## src/rtl/fifo_reader_pkg.sv

```systemverilog
// Shared constants and types for the FIFO read-side master.
package fifo_reader_pkg;

   localparam int unsigned FIFO_WIDTH_DEFAULT = 16;
   localparam int unsigned STATS_W            = 16;

   typedef enum logic [1:0] {
      StIdle,
      StRun,
      StHold
   } state_e;

endpackage

```

## src/rtl/reader_skid_buf.sv

```systemverilog
// Circular output buffer for fifo_reader: push/pop, occupancy, registered head word.
module reader_skid_buf #(
   parameter int unsigned WIDTH = 16,
   parameter int unsigned DEPTH = 4
) (
   input  logic                         clk,
   input  logic                         rst_n,
   input  logic                         push,
   input  logic [WIDTH-1:0]             push_data,
   input  logic                         ready,
   output logic [WIDTH-1:0]             head_data,
   output logic                         head_valid,
   output logic [$clog2(DEPTH+1)-1:0]   occ
);

   localparam int unsigned PTR_W = $clog2(DEPTH);
   localparam int unsigned OCC_W = $clog2(DEPTH+1);

   logic [WIDTH-1:0] mem [DEPTH];
   logic [PTR_W-1:0] wr_ptr_q, rd_ptr_q, rd_next;
   logic [OCC_W-1:0] occ_q;
   logic [WIDTH-1:0] head_q, head_d;
   logic             pop, do_push;

   function automatic logic [PTR_W-1:0] wrap_inc(input logic [PTR_W-1:0] p);
      return (p == PTR_W'(DEPTH - 1)) ? '0 : p + 1'b1;
   endfunction

   assign head_valid = (occ_q != '0);
   assign pop        = head_valid && ready;
   assign do_push    = push && ((occ_q != OCC_W'(DEPTH)) || pop);
   assign rd_next    = wrap_inc(rd_ptr_q);

   // Head is registered so m_data keeps its last value once the buffer drains.
   always_comb begin
      head_d = head_q;
      if (pop) begin
         if (occ_q > OCC_W'(1)) begin
            head_d = mem[rd_next];
         end else if (do_push) begin
            head_d = push_data;
         end
      end else if ((occ_q == '0) && do_push) begin
         head_d = push_data;
      end
   end

   always_ff @(posedge clk) begin
      if (!rst_n) begin
         wr_ptr_q <= '0;
         rd_ptr_q <= '0;
         occ_q    <= '0;
         head_q   <= '0;
      end else begin
         head_q <= head_d;
         if (do_push) wr_ptr_q <= wrap_inc(wr_ptr_q);
         if (pop)     rd_ptr_q <= rd_next;
         if (do_push && !pop)      occ_q <= occ_q + 1'b1;
         else if (!do_push && pop) occ_q <= occ_q - 1'b1;
      end
   end

   always_ff @(posedge clk) begin
      if (do_push) mem[wr_ptr_q] <= push_data;
   end

   assign head_data = head_q;
   assign occ       = occ_q;

endmodule

```

## src/rtl/fifo_reader.sv

```systemverilog
// FIFO read-side master with credit-based issue into a small output buffer.
// Define FIFO_READER_STATS_EN to add saturating rd_count / stall_count outputs.
module fifo_reader
   import fifo_reader_pkg::*;
#(
   parameter int unsigned FIFO_WIDTH = FIFO_WIDTH_DEFAULT,
   parameter int unsigned BUF_DEPTH  = 4
) (
   input  logic                  clk,
   input  logic                  rst_n,
   input  logic                  en,
   input  logic                  fifo_empty,
   input  logic                  fifo_underflow,
   input  logic [FIFO_WIDTH-1:0] fifo_data_out,
   output logic                  fifo_rd_en,
   output logic [FIFO_WIDTH-1:0] m_data,
   output logic                  m_valid,
   input  logic                  m_ready,
   output logic                  busy,
   output logic                  underflow_err
`ifdef FIFO_READER_STATS_EN
   ,
   output logic [STATS_W-1:0]    rd_count,
   output logic [STATS_W-1:0]    stall_count
`endif
);

   localparam int unsigned OCC_W = $clog2(BUF_DEPTH + 1);
   localparam logic [OCC_W:0] DEPTH_C = (OCC_W + 1)'(BUF_DEPTH);

   state_e           state_q, state_d;
   logic             pend_q, err_q, push, credit_ok;
   logic [OCC_W-1:0] occ;
   logic [OCC_W:0]   credit;

   // A read is only issued if the buffer can hold every word already in flight.
   assign credit    = {1'b0, occ} + {{OCC_W{1'b0}}, pend_q};
   assign credit_ok = (credit < DEPTH_C);
   assign push      = pend_q && !fifo_underflow;

   always_comb begin
      state_d    = state_q;
      fifo_rd_en = 1'b0;
      unique case (state_q)
         StIdle: begin
            if (en) state_d = StRun;
         end
         StRun: begin
            fifo_rd_en = en && !fifo_empty && credit_ok;
            if (!en)             state_d = StIdle;
            else if (!credit_ok) state_d = StHold;
         end
         StHold: begin
            if (!en)            state_d = StIdle;
            else if (credit_ok) state_d = StRun;
         end
         default: state_d = StIdle;
      endcase
   end

   always_ff @(posedge clk) begin
      if (!rst_n) begin
         state_q <= StIdle;
         pend_q  <= 1'b0;
         err_q   <= 1'b0;
      end else begin
         state_q <= state_d;
         pend_q  <= fifo_rd_en;
         if (pend_q && fifo_underflow) err_q <= 1'b1;
      end
   end

   reader_skid_buf #(
      .WIDTH (FIFO_WIDTH),
      .DEPTH (BUF_DEPTH)
   ) u_buf (
      .clk        (clk),
      .rst_n      (rst_n),
      .push       (push),
      .push_data  (fifo_data_out),
      .ready      (m_ready),
      .head_data  (m_data),
      .head_valid (m_valid),
      .occ        (occ)
   );

   assign busy          = (state_q != StIdle) || (occ != '0) || pend_q;
   assign underflow_err = err_q;

`ifdef FIFO_READER_STATS_EN
   logic [STATS_W-1:0] rd_cnt_q, stall_cnt_q;

   always_ff @(posedge clk) begin
      if (!rst_n) begin
         rd_cnt_q    <= '0;
         stall_cnt_q <= '0;
      end else begin
         if (push && (rd_cnt_q != '1)) rd_cnt_q <= rd_cnt_q + 1'b1;
         if (m_valid && !m_ready && (stall_cnt_q != '1)) stall_cnt_q <= stall_cnt_q + 1'b1;
      end
   end

   assign rd_count    = rd_cnt_q;
   assign stall_count = stall_cnt_q;
`endif

endmodule

```

## config.mk

```make
export PLATFORM = sky130hd
export DESIGN_NAME = fifo_reader
export DESIGN_NICKNAME = d
export VERILOG_FILES = /design/src/rtl/fifo_reader_pkg.sv /design/src/rtl/reader_skid_buf.sv /design/src/rtl/fifo_reader.sv
export SDC_FILE = /design/constraint.sdc
export NUM_CORES = 1
export LEC_CHECK = 0
export CAP_MARGIN = 20
export CELL_PAD_IN_SITES_DETAIL_PLACEMENT = 0
export CELL_PAD_IN_SITES_GLOBAL_PLACEMENT = 1
export CORE_ASPECT_RATIO = 1.5
export CORE_UTILIZATION = 50
export DETAILED_ROUTE_END_ITERATION = 10
export PLACE_DENSITY_LB_ADDON = 0.12
export SYNTH_ARGS = -nofsm -noshare
export SYNTH_HDL_FRONTEND = slang
export SYNTH_SLANG_ARGS = --single-unit
```

## constraint.sdc

```tcl
create_clock -name clk -period 3.3 [get_ports clk]
set_input_delay 0.825 -clock clk [delete_from_list [all_inputs] [get_ports clk]]
set_output_delay 0.825 -clock clk [all_outputs]
set_load 0.01 [all_outputs]
```

[Yosys cells after proc, flatten, opt, wreduce, memory -nomap -nowiden]
Memory sizes are Yosys's and may differ from the RTL's.
Index checks and enable logic that the tools add are counted.
Word-level totals
  memories kept: 1
  RAM bits: 64
  word-level logic and storage cells: 65
  register bits after elaboration: 27
  input bits: 22
Memory list
  u_buf.mem: words 4, width 16, read ports 1, clocked after memory_dff 0, wr ports 1, RTL line reader_skid_buf.sv:19  | logic [WIDTH-1:0] mem [DEPTH];
Cells by class
  add/sub/neg operators: 5
  mux-type cells: 17
  order comparisons: 2
  eq/ne operators: 9
  reductions and logical operators: 24
Operators by type and width (count)
  16-bit two-way mux: 4
  2-bit two-way mux: 7
  3-bit != test, second input constant: 4
  1-bit logical AND: 9
  2-bit equality test, second input constant: 3
  3-bit two-way mux: 2
  2-bit case mux with 3 select lines: 1
  2-bit nonzero test: 3
  2-bit by 1-bit adder with 2-bit output, second input constant: 2
  3-bit by 1-bit adder with 4-bit output: 1
  1-bit logical NOT: 4
  4-bit by 3-bit < comparator with 1-bit output, second input constant: 1
  3-bit by 1-bit adder with 3-bit output, second input constant: 1
  3-bit by 1-bit > comparator with 1-bit output, second input constant: 1
  3-bit logical NOT: 1
  1-bit logical OR: 3
  1-bit two-way mux: 3
  3-bit AND reduction: 1
  3-bit nonzero test: 1
  3-bit by 1-bit subtractor with 3-bit output, second input constant: 1
  2-bit by 1-bit equality test with 1-bit output, second input constant: 1
  2-bit logical NOT: 1
  2-bit != test, second input constant: 1
  2-bit AND reduction: 1

[Longest topological paths before layout]
  depth in word-level cells: 8
  gate-level depth with buffers: 8
  mapped depth without buffers: 8

[Modules after synthesis]
A second synthesis with hierarchy kept.
Unflattened totals
  cell total of the unflattened synthesis: 290
  area total of the unflattened synthesis: 3863.7 um^2
Modules (own cells, without submodules)
  reader_skid_buf: cells an instance 271, area an instance 3679.8 um^2, times used 1
  fifo_reader: cells an instance 19, area an instance 183.9 um^2, times used 1

[Least setup slack after synthesis]
No wires, ideal clock.
  path kind: in2reg
  start point: input port fifo_underflow
  end point: register u_buf.occ_q[2] (netlist: u_buf.occ[2])
  stages on the path: 5
  arrival: 2161 ps
  path slack: 1063 ps
  required time: 3224 ps
  path buffers: 0
  cells stage by stage: nand2b_1 a31oi_2 ha_1 or3_2 a21boi_0
On the way
  longest elaborated chain between the ends: 6
RTL lines
  start, declared: RTL line fifo_reader.sv:13  | input logic fifo_underflow,
  1-bit logical NOT (*): RTL line fifo_reader.sv:39  | assign push = pend_q && !fifo_underflow;
  1-bit logical AND (*): RTL line fifo_reader.sv:39
  1-bit logical AND (*): RTL line reader_skid_buf.sv:31  | assign do_push = push && ((occ_q != OCC_W'(DEPTH)) || pop);
  via u_buf.do_push: RTL line reader_skid_buf.sv:23  | logic pop, do_push;
  1-bit logical NOT: RTL line reader_skid_buf.sv:59  | else if (!do_push && pop) occ_q <= occ_q - 1'b1;
  1-bit logical AND: RTL line reader_skid_buf.sv:59
  2-bit nonzero test (no source line)
  end signal, assigned: RTL line reader_skid_buf.sv:58  | if (do_push && !pop) occ_q <= occ_q + 1'b1;
  end signal, assigned: RTL line reader_skid_buf.sv:59
  end, declared: RTL line reader_skid_buf.sv:21  | logic [OCC_W-1:0] occ_q;
The timed path passes the listed nets; every way through them passes the cells marked *.
A chain may end at the register's enable or synchronous reset.

[Worst setup path after layout]
  start point: input port en
  end point: output port fifo_rd_en
On the way
  longest elaborated chain between the ends: 3
RTL lines
  start, declared: RTL line fifo_reader.sv:11  | input logic en,
  1-bit logical AND (2 in a row): RTL line fifo_reader.sv:49  | fifo_rd_en = en && !fifo_empty && credit_ok;
  1-bit two-way mux: RTL line fifo_reader.sv:44  | unique case (state_q)
  end, declared: RTL line fifo_reader.sv:15  | output logic fifo_rd_en,
No other way between the ends.

==> flow_summary.json <==
{
  "crit_family": "buffers and inverters",
  "worstSetupPathType": "primary input to primary output",
  "status": "finished clean",
  "initial_utilization": 0.5234,
  "h-tree-depth": 3,
  "drive_gt1_frac": 0.1625,
  "place_area_sq_um": 4195,
  "antenna_left": 0,
  "ys_seq_area_frac": 0.6731,
  "hold_class": "flip-flop to flip-flop",
  "synth_xor_area_frac": 0.007182,
  "setup_violations": 0,
  "synth_area_sq_um": 3659,
  "grt.overflow.total": 0,
  "dr.pass1.iters": 5,
  "area_delta_synth_final_pct": 19.73,
  "ctsResizeCount": 0,
  "rsz0062_at_grt": "false",
  "fin_crit_ns": 3.005,
  "dieHeight_um": 106.8,
  "arrival_ns": 2.18,
  "portBuffers": 41,
  "ys_ff_latch": 91,
  "leakage_nw": 1.633,
  "worst_pin_slew_ns": 0.8477,
  "required_ns": 2.47,
  "drc": 0,
  "setup-tns-final_ns": 0,
  "post_drt_wl_per_cell_um": 16.97,
  "ir_drop_v": 0.0004788,
  "synth-adder-area-share": 0.03352,
  "io_pins": 42,
  "dp_slack_ns": 0.2953,
  "routed_via_density": 5.300,
  "hold_viol": 0,
  "nFillCells": 559,
  "antenna_cells": 0,
  "fp-row-count": 37,
  "grt_max_degree": 17,
  "yosys.area_share.simple": 0.04617,
  "syn_nets": 255,
  "die-width_um": 71.84,
  "async_flop_share": 0,
  "drtIter0Drc": 183,
  "synth_edf_count": 64,
  "syn_avg_cell_area_sq_um": 16.33,
  "clock_sinks": 91,
  "first_global_vias": 2050,
  "synthCells": 224,
  "grt_pass1_wl_um": 10470,
  "hold_buffers": 0,
  "dieArea_sq_um": 7670,
  "synth.mux.area_fraction": 0.1505,
  "numCtsBuffers": 9,
  "crit_slowest_cell": "clkdlybuf4s50_1",
  "powerDensity_nw_per_um2": 647.0,
  "cap_violations": 0,
  "grt_use_total": 0.1906,
  "timing.critical_path.mode_cell": "clkdlybuf4s50_1",
  "max_freq_mhz": 332.8,
  "cts_tree": "built",
  "p_total_mw": 2.834,
  "clock_latency_ns": 0.36,
  "skew_ns": 0.01111,
  "final_cell_area_sq_um": 4380,
  "critPathMaxFanout": 2,
  "start_kind": "primary input",
  "critPathMaxStageDelay_ns": 0.60,
  "vias": 2014,
  "dpl.hpwl_um": 4103,
  "clock_tree.root_cell": "clkbuf_8",
  "slew_violations": 0,
  "yosysWarnings": 0,
  "fin_nets": 309,
  "cts_setup_buffers": 0,
  "crit_buf_inv": 2,
  "path_cells": "clkdlybuf4s50_1 > nand2_1 > nor4_1 > clkdlybuf4s50_1",
  "synth_top_family_by_area": "multiplexers",
  "totalWireLength_um": 6450,
  "slew_headroom": 0.4323,
  "ys.flop_type": "edfxtp_1",
  "cp-end-kind": "primary output",
  "antenna_found_initial": 0,
  "synth_compound_area_frac": 0.04891,
  "cts_buffer_depth": 2,
  "layout_setup_ws_ns": 0.2948,
  "fin_crit_sh": 0.9107,
  "clk_pin_slew_ns": 0.08,
  "yosysUniqueCellTypes": 34,
  "gp_congestion": 0.6927,
  "core_sq_um": 6990
}
## state kept, by name (all words and copies together) (netlist names)
register,count
pend_q,1
state_q,2
u_buf.head_data,16
u_buf.mem,64
u_buf.occ,3
u_buf.rd_ptr_q,2
u_buf.wr_ptr_q,2
underflow_err,1
## tightest hold or removal path, delay by kind of cell (launching register included)
family | cells | cell delay (ns)
and+or+nand+nor | 1 | 0.05
DFF | 1 | 0.32
AOI/OAI and AO/OA | 1 | 0.07
## layer usage
metal,routed length [um],vias to the layer above,GRT usage
li1,-,949,-
met1,2906,1003,0.2435
met2,3147,47,0.2999
met3,206,15,0.03759
met4,189,0,0.1134
met5,0,-,0
## power by group
part / internal, mW / switching [mW] / total (mW)
combinational: 0.431 / 0.365 / 0.796
clock: 0.345 / 0.368 / 0.713
sequential: 1.28 / 0.0456 / 1.33
## synth_stat cells, types with 2 or more instances
cell | instances | share of area
a21boi_0 | 3 | 0.0062
and2_1 | 7 | 0.012
buf_4 | 2 | 0.0041
buf_6 | 2 | 0.0062
clkbuf_1 | 2 | 0.0021
dfxtp_1 | 27 | 0.15
edfxtp_1 | 64 | 0.53
ha_1 | 9 | 0.031
inv_1 | 21 | 0.022
mux2i_1 | 19 | 0.052
mux4_2 | 16 | 0.098
nand2_1 | 7 | 0.0072
nand3_1 | 2 | 0.0027
nor2_1 | 2 | 0.0021
nor2b_1 | 4 | 0.0068
o21ai_0 | 3 | 0.0041
o22ai_1 | 16 | 0.027
xnor2_1 | 2 | 0.0048
## layout make-up
cell class / count / area (sq um) / area share
repair buffers: 51 / 485.5 / 0.1108
multi-input cells: 104 / 1047 / 0.2391
clock buffers: 10 / 127.6 / 0.02913
clock inverters: 6 / 57.56 / 0.01314
inverters: 21 / 78.83 / 0.01799
well taps: 97 / 121.4 / 0.02771
flip-flops and latches: 91 / 2462 / 0.5621
## cell usage in the layout, fill, tap and decap left out
master / instances
dfxtp_1: 27
nor3b_1: 1
buf_4: 10
inv_1: 21
nand2_1: 7
o22ai_1: 16
clkbuf_1: 1
a31oi_2: 1
or3_2: 1
a21oi_1: 1
clkdlybuf4s50_1: 41
o211ai_1: 1
nand2b_4: 1
edfxtp_1: 64
nor2_1: 2
clkbuf_8: 9
xor2_1: 1
a21o_1: 1
clkinv_2: 3
nand3_1: 2
a31o_2: 1
clkinv_1: 1
bufinv_16: 1
ha_1: 9
nor4_1: 1
mux2i_1: 19
mux4_2: 16
clkinv_4: 1
xnor2_1: 2
nand2b_1: 1
maj3_1: 1
nor2_2: 1
nor2b_1: 4
or4_2: 1
a21boi_0: 3
o21ai_0: 3
and2_1: 7
## metrics by stage
| step | instances | util | hold WS (ns) |
|---|---|---|---|
| 2_1_floorplan | 224 | - | 0.4472 |
| 3_3_place_gp | 364 | 0.6001 | 0.4629 |
| 3_5_place_dp | 364 | 0.6001 | 0.4795 |
| 4_1_cts | 380 | 0.6266 | 0.4931 |
| 5_1_grt | 380 | 0.6266 | 0.5190 |
| 6_report | 380 | 0.6266 | 0.4903 |
## final timing paths
| kind | startpoint | to | slack, ns | cells after the start |
|---|---|---|---|---|
| setup reg to reg | u_buf.occ[0] | u_buf.occ[2] | 1.26 | 7 |
| hold reg to reg | u_buf.rd_ptr_q[1] | u_buf.rd_ptr_q[1] | 0.49 | 2 |
| setup / recovery | en | fifo_rd_en | 0.29 | 4 |
| hold / removal | u_buf.rd_ptr_q[1] | u_buf.rd_ptr_q[1] | 0.49 | 2 |
## logic make-up (layout without fill, tap and decap cells)
family / count (synthesis) / after routing
AO/OA/AOI/OAI: 27 / 27
adder cells (fa/ha/maj): 10 / 10
AND/OR/NAND/NOR: 29 / 29
flip-flops: 91 / 91
multiplexers: 35 / 35
XOR/XNOR: 3 / 3
buffers and inverters: 29 / 88
Note: power is estimated with default switching activity, not from simulation.
